<file path="config.mk">
export PLATFORM = sky130hd
export DESIGN_NAME = nx_link_fifo
export DESIGN_NICKNAME = d
export VERILOG_FILES = /design/src/rtl/nx_link_fifo.sv
export SDC_FILE = /design/constraint.sdc
export NUM_CORES = 1
export LEC_CHECK = 0
export CORE_AREA = 2 2 74 76
export CTS_BUF_LIST = sky130_fd_sc_hd__clkbuf_16
export CTS_CLUSTER_DIAMETER = 200
export DETAILED_ROUTE_END_ITERATION = 8
export DIE_AREA = 0 0 76 78
export PLACE_DENSITY_LB_ADDON = 0.08
export SLEW_MARGIN = 10
export SYNTH_ARGS = -nofsm -noshare
export SYNTH_HDL_FRONTEND = slang
export SYNTH_SLANG_ARGS = --single-unit
export TNS_END_PERCENT = 1
</file>
<file path="constraint.sdc">
create_clock -name clk_i -period 3.4 [get_ports clk_i]
set_input_delay 0.51 -clock clk_i [delete_from_list [all_inputs] [get_ports clk_i]]
set_output_delay 0.51 -clock clk_i [all_outputs]
set_load 0.03 [all_outputs]
</file>
<file path="src/rtl/nx_link_fifo.sv">
// -----------------------------------------------------------------------------
// nx_link_fifo
//
// Elastic message buffer on one direction of a mesh node boundary. It sits
// between the sender's outbound stream distributor and the receiver's inbound
// stream arbiter and absorbs back-pressure bursts of up to DEPTH messages.
// When no neighbour exists at this mesh position (present_i tied low) the
// buffer turns into a sink that accepts and discards everything.
//
// Parameters
//   DEPTH        number of message slots (power of two, >= 2)
//   LEVEL_WIDTH  width of level_o, derived as $clog2(DEPTH)+1
//
// Ports
//   clk_i        clock, all state changes on the rising edge
//   rst_i        asynchronous active-low reset
//   wr_data_i    message from the upstream node's outbound port
//   wr_valid_i   upstream message valid
//   wr_ready_o   buffer can accept (registered)
//   present_o    neighbour-present pass-through to the upstream node
//   rd_data_o    message to the downstream node's inbound port
//   rd_valid_o   downstream message valid
//   rd_ready_i   downstream accepts
//   present_i    neighbour exists (static tie-off per mesh position)
//   level_o      current occupancy, 0..DEPTH
//   idle_o       buffer empty and no message offered upstream
//
// Build option
//   NX_LINK_FIFO_BYPASS_EN  when defined, a message offered while the buffer
//                           is empty and the downstream is ready cuts through
//                           combinationally without being stored.
// -----------------------------------------------------------------------------

package nx_link_pkg;
    typedef logic [15:0] nx_message_t;
endpackage

module nx_link_fifo
    import nx_link_pkg::*;
#(
    parameter  int DEPTH       = 4,
    localparam int LEVEL_WIDTH = $clog2(DEPTH) + 1
) (
    input  logic                   clk_i,
    input  logic                   rst_i,
    input  nx_message_t            wr_data_i,
    input  logic                   wr_valid_i,
    output logic                   wr_ready_o,
    output logic                   present_o,
    output nx_message_t            rd_data_o,
    output logic                   rd_valid_o,
    input  logic                   rd_ready_i,
    input  logic                   present_i,
    output logic [LEVEL_WIDTH-1:0] level_o,
    output logic                   idle_o
);

    localparam int PTR_WIDTH = $clog2(DEPTH);
    localparam logic [LEVEL_WIDTH-1:0] LEVEL_FULL = LEVEL_WIDTH'(DEPTH);

    nx_message_t            mem_q [DEPTH];
    logic [PTR_WIDTH-1:0]   wr_ptr_q;
    logic [PTR_WIDTH-1:0]   wr_ptr_d;
    logic [PTR_WIDTH-1:0]   rd_ptr_q;
    logic [PTR_WIDTH-1:0]   rd_ptr_d;
    logic [LEVEL_WIDTH-1:0] level_q;
    logic [LEVEL_WIDTH-1:0] level_d;
    logic                   wr_ready_q;
    logic                   wr_ready_d;

    logic                   empty_s;
    logic                   push_s;
    logic                   bypass_s;
    logic                   store_s;
    logic                   pop_s;
    logic                   rd_valid_s;
    nx_message_t            rd_data_s;

    // Handshake decode: which transfers happen at the coming edge.
    always_comb begin
        empty_s    = (level_q == {LEVEL_WIDTH{1'b0}});
        push_s     = wr_valid_i && wr_ready_q;
`ifdef NX_LINK_FIFO_BYPASS_EN
        // Cut-through only when nothing is queued ahead of the new message,
        // so ordering is preserved. rd_valid never looks at rd_ready_i.
        bypass_s   = present_i && empty_s && push_s && rd_ready_i;
        rd_valid_s = present_i && (!empty_s || push_s);
        if (empty_s) begin
            rd_data_s = wr_data_i;
        end else begin
            rd_data_s = mem_q[rd_ptr_q];
        end
`else
        bypass_s   = 1'b0;
        rd_valid_s = present_i && !empty_s;
        rd_data_s  = mem_q[rd_ptr_q];
`endif
        // In sink mode nothing is stored and nothing is presented.
        store_s    = present_i && push_s && !bypass_s;
        pop_s      = present_i && !empty_s && rd_ready_i;
    end

    // Next-state computation for pointers, occupancy and write-ready.
    always_comb begin
        wr_ptr_d = wr_ptr_q;
        rd_ptr_d = rd_ptr_q;
        level_d  = level_q;
        if (store_s) begin
            wr_ptr_d = wr_ptr_q + PTR_WIDTH'(1);
        end else begin
            wr_ptr_d = wr_ptr_q;
        end
        if (pop_s) begin
            rd_ptr_d = rd_ptr_q + PTR_WIDTH'(1);
        end else begin
            rd_ptr_d = rd_ptr_q;
        end
        case ({store_s, pop_s})
            2'b10:   level_d = level_q + LEVEL_WIDTH'(1);
            2'b01:   level_d = level_q - LEVEL_WIDTH'(1);
            default: level_d = level_q;
        endcase
        // Derived from the post-edge level only, so a pop while full frees
        // the slot for the following cycle and rd_ready_i never reaches
        // wr_ready_o combinationally.
        wr_ready_d = (level_d < LEVEL_FULL);
    end

    // Control state with asynchronous active-low reset.
    always_ff @(posedge clk_i or negedge rst_i) begin
        if (!rst_i) begin
            wr_ptr_q   <= {PTR_WIDTH{1'b0}};
            rd_ptr_q   <= {PTR_WIDTH{1'b0}};
            level_q    <= {LEVEL_WIDTH{1'b0}};
            wr_ready_q <= 1'b0;
        end else begin
            wr_ptr_q   <= wr_ptr_d;
            rd_ptr_q   <= rd_ptr_d;
            level_q    <= level_d;
            wr_ready_q <= wr_ready_d;
        end
    end

    // Message storage; contents are intentionally not reset.
    always_ff @(posedge clk_i) begin
        if (store_s) begin
            mem_q[wr_ptr_q] <= wr_data_i;
        end
    end

    // Output assignments.
    always_comb begin
        wr_ready_o = wr_ready_q;
        present_o  = present_i;
        rd_valid_o = rd_valid_s;
        rd_data_o  = rd_data_s;
        level_o    = level_q;
        idle_o     = empty_s && !wr_valid_i;
    end

endmodule
</file>
Yosys cells after proc, flatten, opt, wreduce, memory -nomap -nowiden
Memories as Yosys holds them, arrays and structs flattened. Index checks and enable logic that the tools add are counted. Widths: inputs -> output; s select.

Add/sub/neg operators: 4. $lt $le $gt $ge: 1. Equal/unequal tests: 2. Multiplexer cells: 3. Reduce and logical (&&, ||, !) cells: 8.

Operators by type and width (number): $pmux 3 s2 (1); $logic_and 1x1->1 (5); $add 2x1->2 const B (2); $add 3x1->3 const B (1); $logic_not 3->1 (1); $lt 3x3->1 const B (1); $sub 3x1->3 const B (1); $eq 2x1->1 const B (1); $eq 2x2->1 const B (1); $logic_not 1->1 (2); $mux 1 (2).

Register bits: 8. Bits in writable memories: 64. Input port bits: 21. Output and inout bits: 23. Logic and storage cells: 23. Memories kept: 1.

Memories: mem_q (depth 4, width 16, rd ports 1, clocked after Yosys merged registers in 0, write ports 1, line 61) `nx_message_t mem_q [DEPTH];`.

Logic depth before layout (Yosys ltp)
Depth in word-level cells: 7. Gate-level depth with buffers: 8. Gate-level depth less buffers: 7.

Worst setup path after synthesis
Ideal clock, no wire load.

Path type: reg-to-output. Start: reg (tool-made name). End: out idle_o. Data arrival time: 1574 ps. Required time: 2890 ps. Setup slack: 1316 ps. Stages on the path, launching flop included: 2. Path buffers: 0. Path through: dfrtp_1 -> nor4_1.

RTL lines: to (decl) (line 55) `output logic idle_o`.

Worst setup path after layout
Start: reg rd_ptr_q[1]. End: out rd_data_o[4].

Word-level cells in the longest chain between the ends: 1.

Ends and longest elaborated chain: from (decl) (line 64) `logic [PTR_WIDTH-1:0] rd_ptr_q;`; from (signal assigned) (line 133) `rd_ptr_q <= {PTR_WIDTH{1'b0}};`; from (signal assigned) (line 138) `rd_ptr_q <= rd_ptr_d;`; $mem_v2 4x16; to (decl) (line 50) `output nx_message_t rd_data_o,`.

No other way between the ends.

==> flow_summary_export.csv <==
group,metric,value,unit
outcome,status,"complete, no violations",
synth,ys_types,23,
sta,tightest_slew,0.742,ns
place,gp_congestion,0.746,
synth,yosysWarningCount,0,
job,max-cap-violations,0,
drt,drc,0,
floorplan,rows,26,
cells_and_area,layout.cells.non_filler,252,
floorplan,core,0.00504,mm²
synth,synthesis.nets,150,
power,power_density,878,mW/mm²
global_routing,grt-ovfl-total,0,
drt,drtAntennaViolNets,0,
power,seq_power_share,37.0,%
global_routing,antenna_found_initial,0,
sta,setup_slack,0.714,ns
cts,cts_tree,"done",
setup_path,crit_arrival,2.18,ns
synth,ys_ff_latch,72,
global_routing,track_usage,16.5,%
floorplan,num_io_pins,44,
sta,holdWs,0.468,ns
cells_and_area,diodes,0,
floorplan,die_h,78,µm
cells_and_area,nNetsFinal,204,
global_routing,grt_pass1_vias,1399,
floorplan,dieArea,0.00593,mm²
sta,setup_viol,0,
cts,cts.path.max_buffers,2,
setup_path,cp-end-kind,"primary output",
setup_path,critPathKind,"reg2out",
sta,finClkSkew,0.00439,ns
power,p_sw,0.973,mW
synth,ys_seq_area_share,75.7,%
power,ir_drop,0.000506,V
sta,finalHoldViolCount,0,
cts,cts-resized-gates,0,
cts,clkTransAtPathRegs,0.05,ns
sta,fmaxAchievable,372,MHz
cts,cts-root-buf,"clkbuf_16",
power,p_int,2.22,mW
power,combinationalPowerShare,32.5,%
worst_hold_path,hp-class,"in2async",
power,pwr-share-clk,30.5,%
place,pre_cts_ws,0.797,ns
drt,routed_wirelength,4500,µm
floorplan,initial_core_util,55.6,%
cells_and_area,final_common_cell,"edfxtp_1",
drt,drtIter0Drc,108,
place,dp_hpwl,2950,µm
cells_and_area,syn_to_final_growth,29.7,%
drt,post_drt_wl_per_cell,17.8,µm
power,cellLeakagePower,1.26,nW
global_routing,grt_pass1_wl,7110,µm
cts,cts_hold_buf,0,
sta,rsz0062_at_grt,"false",
floorplan,die_w,76,µm
cts,cts-buffers-inserted,9,
cts,clk_latency,0.32,ns
drt,via_per_inst,5.30,
cts,cts.sinks,72,
place,place_inst,236,
place,numPortBuffers,43,
cells_and_area,final_cell_mix,"edfxtp_1, clkdlybuf4s50_1, clkbuf_16",
cts,post_cts_buffers,0,
global_routing,grt_max_degree,18,
sta,finalCriticalPeriod,2.69,ns
sta,drv_slew,0,
synth,synth.avg_cell_area,22.8,µm²
power,switching_share,30.5,%
drt,vias,1335,
setup_path,cp.required,2.89,ns
setup_path,start_kind,"flip-flop",
cells_and_area,fin_util,72.1,%
sta,min_period_over_period,79.0,%
setup_path,cp_max_fo,17,
synth,synthCells,123,
sta,slew_headroom,50.5,%
cells_and_area,fillerInstances,308,
cts,htree_num_levels,3,
power,finalPower,3.19,mW
place,dpl_cell_area,0.00331,mm²
sta,tns,0,ns
drt,dr.pass1.iters,4,
cells_and_area,drive_above_1_share,17.0,%
synth,syn-cell-area,0.00280,mm²
cells_and_area,final_cell_area,0.00364,mm²
cells by family (layout without fill, tap and decap cells):
| family | after synthesis | in the layout | share of synthesized area [%] |
|---|---|---|---|
| buffers and inverters | 9 | 68 | 2.28 |
| AND/OR/NAND/NOR | 9 | 9 | 1.74 |
| XOR/XNOR | 7 | 7 | 2.19 |
| multiplexers | 17 | 17 | 14.3 |
| AO/OA/AOI/OAI | 3 | 3 | 0.848 |
| flip-flops | 72 | 72 | 75.7 |
| adder cells (fa/ha/maj) | 6 | 6 | 2.95 |
flip-flops by register name, indices dropped and copies added (netlist names), named ones only:
register    flops
mem_q          64
level_o         2
rd_ptr_q        2
wr_ptr_q        2
wr_ready_o      1
power groups by stage:
stage	logic, mW	registers [mW]	clock network, mW
3_5_place_dp	1.05	1.20	0
2_1_floorplan	0.689	1.19	0
3_3_place_gp	1.04	1.19	0
5_1_grt	1.09	1.20	1.03
4_1_cts	1.05	1.18	0.992
6_report	1.04	1.18	0.972
worst paths after layout:
path                              from      endpoint  slack (ns)  depth (start not counted)
setup / recovery           rd_ptr_q[1]  rd_data_o[4]        0.71                          2
hold / removal                   rst_i    level_o[0]        0.47                          1
setup reg to reg             flip-flop     flip-flop        1.32                          6
hold reg to reg              flip-flop     flip-flop        0.60                          1
max in group asynchronous        rst_i   rd_ptr_q[0]        2.68                          1
min in group clk_i           flip-flop     flip-flop        0.60                          1
Yosys cell counts:
cell type | count | area (µm²)
buf_6 | 1 | 11.3
mux2_2 | 1 | 11.3
buf_2 | 2 | 10.0
inv_1 | 3 | 11.3
xor2_1 | 2 | 17.5
xnor2_1 | 5 | 43.8
mux4_1 | 8 | 210
buf_4 | 1 | 7.51
dfrtp_1 | 8 | 200
and3_1 | 1 | 6.26
clkbuf_1 | 1 | 3.75
o31a_1 | 1 | 8.76
buf_12 | 1 | 20.0
nand2_1 | 2 | 7.51
fa_1 | 1 | 20.0
o311a_1 | 1 | 10.0
nor4_1 | 1 | 6.26
nor2_1 | 1 | 3.75
mux4_2 | 8 | 180
ha_1 | 5 | 62.6
and2_1 | 4 | 25.0
o21ai_0 | 1 | 5.00
edfxtp_1 | 64 | 1920
critical path, cell delays in order, from the launching register on:
cell and delay, ns:
dfrtp_1 0.82, mux4_2 0.42, clkdlybuf4s50_1 0.61
final cells by class:
class,instances,area [µm²],area share (%)
clock buffers,9,225,6.19
clock inverters,7,96.3,2.65
inverters,3,11.3,0.310
repair buffers,49,475,13.1
multi-input cells,42,618,17.0
flip-flops and latches,72,2120,58.4
well taps,70,87.6,2.41
layer usage:
| metal | track usage (%) | routed length, µm | part of all wire (%) |
|---|---|---|---|
| met1 | 20.5 | 1970 | 44 |
| met2 | 26.2 | 2290 | 51 |
| met3 | 4.53 | 150 | 3.3 |
| met4 | 9.82 | 90 | 2.0 |
| met5 | 0 | 0 | 0 |
(Power assumes the default switching activity.)
